[config.mk]
export PLATFORM = sky130hd
export DESIGN_NAME = multicycle_seq_flat
export DESIGN_NICKNAME = d
export VERILOG_FILES = /design/src/rtl/multicycle_seq_if.sv /design/src/rtl/multicycle_seq.sv /design/src/flat_wrapper.sv
export SDC_FILE = /design/constraint.sdc
export NUM_CORES = 1
export LEC_CHECK = 0
export CAP_MARGIN = 25
export CORE_MARGIN = 2
export CORE_UTILIZATION = 30
export CTS_CLUSTER_DIAMETER = 50
export DETAILED_ROUTE_END_ITERATION = 8
export PLACE_DENSITY_LB_ADDON = 0.12
export SKIP_LAST_GASP = 1
export SLEW_MARGIN = 20
export SYNTH_ARGS = -nofsm -noshare
export SYNTH_HDL_FRONTEND = slang
export SYNTH_SLANG_ARGS = --single-unit
[constraint.sdc]
create_clock -name clk -period 7.7 [get_ports clk]
set_input_delay 1.155 -clock clk [delete_from_list [all_inputs] [get_ports clk]]
set_output_delay 1.155 -clock clk [all_outputs]
set_load 0.02 [all_outputs]
[src/rtl/multicycle_seq_if.sv]
// multicycle_seq_if: control/debug bundle between the RV32I sequencer and its datapath/memory side.
// Rev 1.0
`default_nettype none
interface multicycle_seq_if #(
  parameter int CNT_W = 32
);
  logic             run_en;
  logic             step;
  logic [6:0]       opcode;
  logic             branch_taken;
  logic             mem_ack;
  logic             mem_req;
  logic             mem_we;
  logic             ir_we;
  logic             pc_we;
  logic [1:0]       pc_src;
  logic             rf_we;
  logic [1:0]       wb_sel;
  logic             halted;
  logic             illegal;
  logic             bus_err;
  logic [2:0]       state;
  logic [CNT_W-1:0] cycle_cnt;
  logic [CNT_W-1:0] instret_cnt;

  modport master (
    input  run_en, step, opcode, branch_taken, mem_ack,
    output mem_req, mem_we, ir_we, pc_we, pc_src, rf_we, wb_sel,
    output halted, illegal, bus_err, state, cycle_cnt, instret_cnt
  );

  modport slave (
    output run_en, step, opcode, branch_taken, mem_ack,
    input  mem_req, mem_we, ir_we, pc_we, pc_src, rf_we, wb_sel,
    input  halted, illegal, bus_err, state, cycle_cnt, instret_cnt
  );
endinterface
`default_nettype wire

[src/rtl/multicycle_seq.sv]
// multicycle_seq: FETCH/DECODE/EXEC/MEM/WB sequencer for RV32I with req/ack memory, halt/step and counters.
// Rev 1.0
`default_nettype none
module multicycle_seq #(
  parameter int CNT_W        = 32,
  parameter int TIMEOUT      = 255,
  parameter bit START_HALTED = 1'b0
) (
  input  wire logic        clk,
  input  wire logic        rst,
  multicycle_seq_if.master bus
);
  typedef enum logic [2:0] {
    HALT   = 3'd0,
    FETCH  = 3'd1,
    DECODE = 3'd2,
    EXEC   = 3'd3,
    MEM    = 3'd4,
    WB     = 3'd5
  } state_t;

  localparam logic [6:0] OP_R      = 7'b0110011;
  localparam logic [6:0] OP_I      = 7'b0010011;
  localparam logic [6:0] OP_LUI    = 7'b0110111;
  localparam logic [6:0] OP_AUIPC  = 7'b0010111;
  localparam logic [6:0] OP_LOAD   = 7'b0000011;
  localparam logic [6:0] OP_STORE  = 7'b0100011;
  localparam logic [6:0] OP_BRANCH = 7'b1100011;
  localparam logic [6:0] OP_JAL    = 7'b1101111;
  localparam logic [6:0] OP_JALR   = 7'b1100111;
  localparam logic [6:0] OP_SYSTEM = 7'b1110011;
  localparam state_t     RESET_STATE = START_HALTED ? HALT : FETCH;

  state_t           state, state_nx;
  logic             oneshot, oneshot_nx;
  logic             illegal, illegal_nx;
  logic             bus_err, bus_err_nx;
  logic             step_q, step_rise;
  logic [15:0]      wait_cnt;
  logic             in_wait, timeout_hit;
  logic             retire, boundary;
  logic [CNT_W-1:0] cycle_cnt, instret_cnt;
  logic             mem_req, mem_we, ir_we, pc_we, rf_we;
  logic [1:0]       pc_src, wb_sel, wb_sel_op;

  assign step_rise   = bus.step & ~step_q;
  assign in_wait     = ((state == FETCH) || (state == MEM)) && !bus.mem_ack;
  assign timeout_hit = in_wait && (wait_cnt == 16'(TIMEOUT - 1));
  assign wb_sel_op   = (bus.opcode == OP_LOAD) ? 2'd1 :
                       ((bus.opcode == OP_JAL) || (bus.opcode == OP_JALR)) ? 2'd2 : 2'd0;

  always_comb begin
    state_nx   = state;
    oneshot_nx = oneshot;
    illegal_nx = illegal;
    bus_err_nx = bus_err;
    retire     = 1'b0;
    boundary   = 1'b0;
    mem_req    = 1'b0;
    mem_we     = 1'b0;
    ir_we      = 1'b0;
    pc_we      = 1'b0;
    pc_src     = 2'd0;
    rf_we      = 1'b0;
    wb_sel     = 2'd0;
    case (state)
      HALT: begin
        // A step edge also wins when run_en is low, giving exactly one instruction.
        if (!illegal && !bus_err) begin
          if (bus.run_en) begin
            state_nx = FETCH;
          end else if (step_rise) begin
            state_nx   = FETCH;
            oneshot_nx = 1'b1;
          end
        end
      end
      FETCH: begin
        mem_req = 1'b1;
        if (bus.mem_ack) begin
          ir_we    = 1'b1;
          pc_we    = 1'b1;
          state_nx = DECODE;
        end else if (timeout_hit) begin
          bus_err_nx = 1'b1;
          state_nx   = HALT;
        end
      end
      DECODE: begin
        case (bus.opcode)
          OP_R, OP_I, OP_LUI, OP_AUIPC, OP_LOAD, OP_STORE,
          OP_BRANCH, OP_JAL, OP_JALR: state_nx = EXEC;
          OP_SYSTEM: begin
            retire   = 1'b1;
            state_nx = HALT;
          end
          default: begin
            illegal_nx = 1'b1;
            state_nx   = HALT;
          end
        endcase
      end
      EXEC: begin
        wb_sel = wb_sel_op;
        case (bus.opcode)
          OP_R, OP_I, OP_LUI, OP_AUIPC: state_nx = WB;
          OP_LOAD, OP_STORE:            state_nx = MEM;
          OP_BRANCH: begin
            pc_we    = bus.branch_taken;
            pc_src   = 2'd1;
            retire   = 1'b1;
            boundary = 1'b1;
          end
          OP_JAL: begin
            pc_we    = 1'b1;
            pc_src   = 2'd1;
            state_nx = WB;
          end
          OP_JALR: begin
            pc_we    = 1'b1;
            pc_src   = 2'd2;
            state_nx = WB;
          end
          default: begin
            illegal_nx = 1'b1;
            state_nx   = HALT;
          end
        endcase
      end
      MEM: begin
        mem_req = 1'b1;
        mem_we  = (bus.opcode == OP_STORE);
        wb_sel  = wb_sel_op;
        if (bus.mem_ack) begin
          if (bus.opcode == OP_STORE) begin
            retire   = 1'b1;
            boundary = 1'b1;
          end else begin
            state_nx = WB;
          end
        end else if (timeout_hit) begin
          bus_err_nx = 1'b1;
          state_nx   = HALT;
        end
      end
      WB: begin
        rf_we    = 1'b1;
        wb_sel   = wb_sel_op;
        retire   = 1'b1;
        boundary = 1'b1;
      end
      default: state_nx = HALT;
    endcase
    if (boundary) begin
      state_nx = (bus.run_en && !oneshot) ? FETCH : HALT;
    end
    if (state_nx == HALT) begin
      oneshot_nx = 1'b0;
    end
  end

  always_ff @(posedge clk or posedge rst) begin
    if (rst) begin
      state       <= RESET_STATE;
      oneshot     <= 1'b0;
      illegal     <= 1'b0;
      bus_err     <= 1'b0;
      step_q      <= 1'b0;
      wait_cnt    <= 16'd0;
      cycle_cnt   <= '0;
      instret_cnt <= '0;
    end else begin
      state   <= state_nx;
      oneshot <= oneshot_nx;
      illegal <= illegal_nx;
      bus_err <= bus_err_nx;
      step_q  <= bus.step;
      // Leaving FETCH/MEM always zeroes the counter, so each entry starts fresh.
      wait_cnt <= (in_wait && !timeout_hit) ? wait_cnt + 16'd1 : 16'd0;
      if (state != HALT) begin
        cycle_cnt <= cycle_cnt + CNT_W'(1);
      end
      if (retire) begin
        instret_cnt <= instret_cnt + CNT_W'(1);
      end
    end
  end

  assign bus.mem_req     = mem_req & ~rst;
  assign bus.mem_we      = mem_we & ~rst;
  assign bus.ir_we       = ir_we & ~rst;
  assign bus.pc_we       = pc_we & ~rst;
  assign bus.rf_we       = rf_we & ~rst;
  assign bus.pc_src      = pc_src & {2{~rst}};
  assign bus.wb_sel      = wb_sel & {2{~rst}};
  assign bus.halted      = (state == HALT);
  assign bus.illegal     = illegal;
  assign bus.bus_err     = bus_err;
  assign bus.state       = state;
  assign bus.cycle_cnt   = cycle_cnt;
  assign bus.instret_cnt = instret_cnt;
endmodule
`default_nettype wire

[src/flat_wrapper.sv]
// flat-port wrapper written by rule: the top's interface ports become plain ports
module multicycle_seq_flat 
#(
  parameter int CNT_W        = 32,
  parameter int TIMEOUT      = 255,
  parameter bit START_HALTED = 1'b0
)
  (clk, rst, bus_run_en, bus_step, bus_opcode, bus_branch_taken, bus_mem_ack, bus_mem_req, bus_mem_we, bus_ir_we, bus_pc_we, bus_pc_src, bus_rf_we, bus_wb_sel, bus_halted, bus_illegal, bus_bus_err, bus_state, bus_cycle_cnt, bus_instret_cnt);
  multicycle_seq_if #(.CNT_W(CNT_W)) bus_i ();
  input  wire logic clk;
  input  wire logic rst;
  input wire logic [$bits(bus_i.run_en)-1:0] bus_run_en;
  input wire logic [$bits(bus_i.step)-1:0] bus_step;
  input wire logic [$bits(bus_i.opcode)-1:0] bus_opcode;
  input wire logic [$bits(bus_i.branch_taken)-1:0] bus_branch_taken;
  input wire logic [$bits(bus_i.mem_ack)-1:0] bus_mem_ack;
  output wire logic [$bits(bus_i.mem_req)-1:0] bus_mem_req;
  output wire logic [$bits(bus_i.mem_we)-1:0] bus_mem_we;
  output wire logic [$bits(bus_i.ir_we)-1:0] bus_ir_we;
  output wire logic [$bits(bus_i.pc_we)-1:0] bus_pc_we;
  output wire logic [$bits(bus_i.pc_src)-1:0] bus_pc_src;
  output wire logic [$bits(bus_i.rf_we)-1:0] bus_rf_we;
  output wire logic [$bits(bus_i.wb_sel)-1:0] bus_wb_sel;
  output wire logic [$bits(bus_i.halted)-1:0] bus_halted;
  output wire logic [$bits(bus_i.illegal)-1:0] bus_illegal;
  output wire logic [$bits(bus_i.bus_err)-1:0] bus_bus_err;
  output wire logic [$bits(bus_i.state)-1:0] bus_state;
  output wire logic [$bits(bus_i.cycle_cnt)-1:0] bus_cycle_cnt;
  output wire logic [$bits(bus_i.instret_cnt)-1:0] bus_instret_cnt;
  assign bus_i.run_en = bus_run_en;
  assign bus_i.step = bus_step;
  assign bus_i.opcode = bus_opcode;
  assign bus_i.branch_taken = bus_branch_taken;
  assign bus_i.mem_ack = bus_mem_ack;
  assign bus_mem_req = bus_i.mem_req;
  assign bus_mem_we = bus_i.mem_we;
  assign bus_ir_we = bus_i.ir_we;
  assign bus_pc_we = bus_i.pc_we;
  assign bus_pc_src = bus_i.pc_src;
  assign bus_rf_we = bus_i.rf_we;
  assign bus_wb_sel = bus_i.wb_sel;
  assign bus_halted = bus_i.halted;
  assign bus_illegal = bus_i.illegal;
  assign bus_bus_err = bus_i.bus_err;
  assign bus_state = bus_i.state;
  assign bus_cycle_cnt = bus_i.cycle_cnt;
  assign bus_instret_cnt = bus_i.instret_cnt;
  multicycle_seq #(.CNT_W(CNT_W), .TIMEOUT(TIMEOUT), .START_HALTED(START_HALTED)) u_core (.clk(clk), .rst(rst), .bus(bus_i));
endmodule
==> results.json <==
{
  "route.detailed.drc": 0,
  "ir_drop_uv": 90.13,
  "via_per_inst": 4.878,
  "timing.rr.end": "u_core.bus.instret_cnt[31]$_DFFE_PP0P_",
  "crit_required_ns": 6.55,
  "power_density_mw_per_mm2": 164.3,
  "initial_utilization_pct": 30.94,
  "synth_nets": 441,
  "finalSetupTns_ns": 0,
  "post-dp-hpwl_um": 7448,
  "n_antenna_cell": 0,
  "cts_buffers": 9,
  "synthCells": 424,
  "p_sw_share_pct": 20.18,
  "clock_path_buffers": 2,
  "die_x_um": 123.9,
  "worst_pin_slew_ns": 0.9829,
  "path_max_fanout": 9,
  "synth.avg_cell_area_um2": 10.17,
  "r2r_cells": 6,
  "rows": 43,
  "setup_viol": 0,
  "relSlewSlack_pct": 34.03,
  "core_region_area_mm2": 0.01393,
  "nNetsFinal": 532,
  "dieArea_mm2": 0.01535,
  "portBuffers": 91,
  "clk_pin_slew_worst_paths_ns": 0.06,
  "slew_violations": 0,
  "grt_pass1_vias": 3374,
  "async_flop_share_pct": 100.0,
  "hold_violations": 0,
  "layout_commonest_cell": "clkdlybuf4s50_1",
  "grt_pass1_wl_um": 17060,
  "maxCapViolCount": 0,
  "power_switching_w": 0.0001893,
  "num_io_pins": 92,
  "cts-root-buf": "clkbuf_16",
  "cts.repair.resized": 0,
  "worstSetupStartpointType": "primary input",
  "grt_overflow_total": 0,
  "cts_tree": "built",
  "worstSetupPathType": "primary input to primary output",
  "r2r_setup_slack_ns": 5.00,
  "whs_endpoint": "u_core.bus.cycle_cnt[31]$_DFFE_PP0N_",
  "ys_seq_area_share_pct": 50.52,
  "combPwrFrac_pct": 3.0,
  "cp.arrival_ns": 3.75,
  "intPower_w": 0.0007486,
  "skew_ns": 0.007864,
  "r2r_start": "u_core.bus.state[0]$_DFF_PP1_",
  "ys_ff_latch": 87,
  "whs_path_depth": 1,
  "antenna_found_initial": 0,
  "most-common-layout-cells": "clkdlybuf4s50_1 (91), dfrtp_1 (86), xnor2_1 (51), nand2_1 (40), nor2_1 (38)",
  "vias": 3405,
  "hp-start": "u_core.bus.cycle_cnt[31]$_DFFE_PP0N_",
  "min_period_ns": 4.906,
  "min_path_type": "register to register",
  "ant_nets": 0,
  "place.gp.congestion": 0.8118,
  "htreeDepth": 3,
  "grt_max_degree": 67,
  "area_growth_pct": 32.41,
  "cts.sinks": 87,
  "postCtsHoldBufs": 0,
  "drtIter0Drc": 203,
  "clock.fmax_mhz": 203.8,
  "synth_edf_count": 0,
  "status": "completed",
  "cp-end-kind": "primary output",
  "fin_crit_sh_pct": 63.72,
  "drt-wirelength-per-cell_um": 14.52,
  "pwr-share-seq_pct": 49.0,
  "rsz0062_at_grt": "false",
  "routed_wl_um": 10130,
  "cts_setup_buffers": 0,
  "yosysWarnings": 0,
  "synth_ff_type": "dfrtp_1",
  "clk_latency_ns": 0.33,
  "die_h_um": 123.9,
  "yosysUniqueCellTypes": 52,
  "pwr-share-clk_pct": 48.1,
  "drt-pass1-iter-count": 4,
  "layout-drive-gt1-share_pct": 5.985,
  "grt_util_all_layers_pct": 14.16,
  "leakage_nw": 2.379,
  "finalPower_w": 0.0009379,
  "synth_area_mm2": 0.004312
}
-- Yosys cell counts, types with 8 or more instances --
cell type / n / area share [%]
xor2_1: 22 / 4.5
dfrtp_1: 86 / 50
nand4_1: 18 / 2.6
nor3_1: 12 / 1.4
inv_1: 11 / 0.96
xnor2_1: 51 / 10
nor2_1: 38 / 3.3
nand2_1: 40 / 3.5
nand3_1: 28 / 3.3
and3_1: 15 / 2.2
clkbuf_1: 8 / 0.70
a21oi_1: 12 / 1.4
-- registers in the layout (all words and copies together), names as in the netlist --
name	count
u_core.bus.cycle_cnt	32
u_core.bus.instret_cnt	32
u_core.wait_cnt	16
u_core.bus.state	3
u_core.bus.bus_err	1
u_core.bus.illegal	1
u_core.oneshot	1
u_core.step_q	1
-- worst max-delay path by stage --
stage,endpoint,slack [ns],cells past startpoint,start
after floorplan,bus_wb_sel[0],2.35,4,rst
after global placement,bus_pc_we,2.84,8,bus_opcode[6]
after detailed placement,bus_pc_we,2.80,8,bus_opcode[6]
after CTS,bus_pc_we,2.79,8,bus_opcode[6]
after global routing,bus_pc_we,2.61,8,bus_opcode[6]
final,bus_pc_we,2.79,8,bus_opcode[6]
-- cell families after synthesis --
| kind of cell | Yosys count | share of synthesized area [%] |
|---|---|---|
| and+or+nand+nor | 199 | 25.22 |
| xor gates and xnor gates | 74 | 15.21 |
| AOI/OAI and AO/OA | 35 | 5.310 |
| DFF | 87 | 50.52 |
| adders and majority gates | 4 | 1.161 |
| muxes | 2 | 0.4933 |
| buffers and inverters | 23 | 2.089 |
-- area by class of cell --
cell class                      instances  area [um2]
Multi-Input combinational cell        314        2043
Inverter                               11       42.54
Clock buffer                           10       229.0
Fill cell                            1352        8225
Sequential cell                        87        2178
Clock inverter                          4       72.57
Tap cell                              180       225.2
Timing Repair Buffer                   92       918.4
-- through the flow --
stage | util, % | std cells | worst slack (ns) | hold slack, ns | instance area, um2
after floorplan | - | 424 | 2.353 | 0.4547 | 4312
after global placement | 38.81 | 684 | 2.843 | 0.4616 | 5408
after detailed placement | 38.81 | 684 | 2.797 | 0.4681 | 5408
after CTS | 40.97 | 698 | 2.785 | 0.4808 | 5709
after global routing | 40.97 | 698 | 2.608 | 0.5010 | 5709
final | 40.97 | 698 | 2.794 | 0.4746 | 5709
-- critical path: stages --
cell and delay (ns):
clkdlybuf4s50_1 0.64, nand2_1 0.13, or3_1 0.40, or2_2 0.33
nand2_1 0.07, a21oi_1 0.05, nor4b_1 0.31, clkdlybuf4s50_1 0.66
-- power groups by stage --
stage	logic [W]	registers, W	clock network, W
after floorplan	0.0000135	0.000468	0
after global routing	0.0000317	0.000459	0.000484
after CTS	0.0000288	0.000459	0.000464
after global placement	0.0000283	0.000468	0
final	0.0000278	0.000459	0.000451
after detailed placement	0.0000288	0.000468	0
-- routing by layer --
| layer | routed length, um | share of wire (%) | global-route usage (%) | up-vias |
|---|---|---|---|---|
| li1 | - | - | - | 1659 |
| met1 | 4894 | 48 | 19.77 | 1668 |
| met2 | 4662 | 46 | 21.81 | 67 |
| met3 | 435 | 4.3 | 3.480 | 11 |
| met4 | 138 | 1.4 | 4.048 | 0 |
| met5 | 0 | 0 | 0 | - |
No activity file was read; power rests on OpenSTA's default activity.
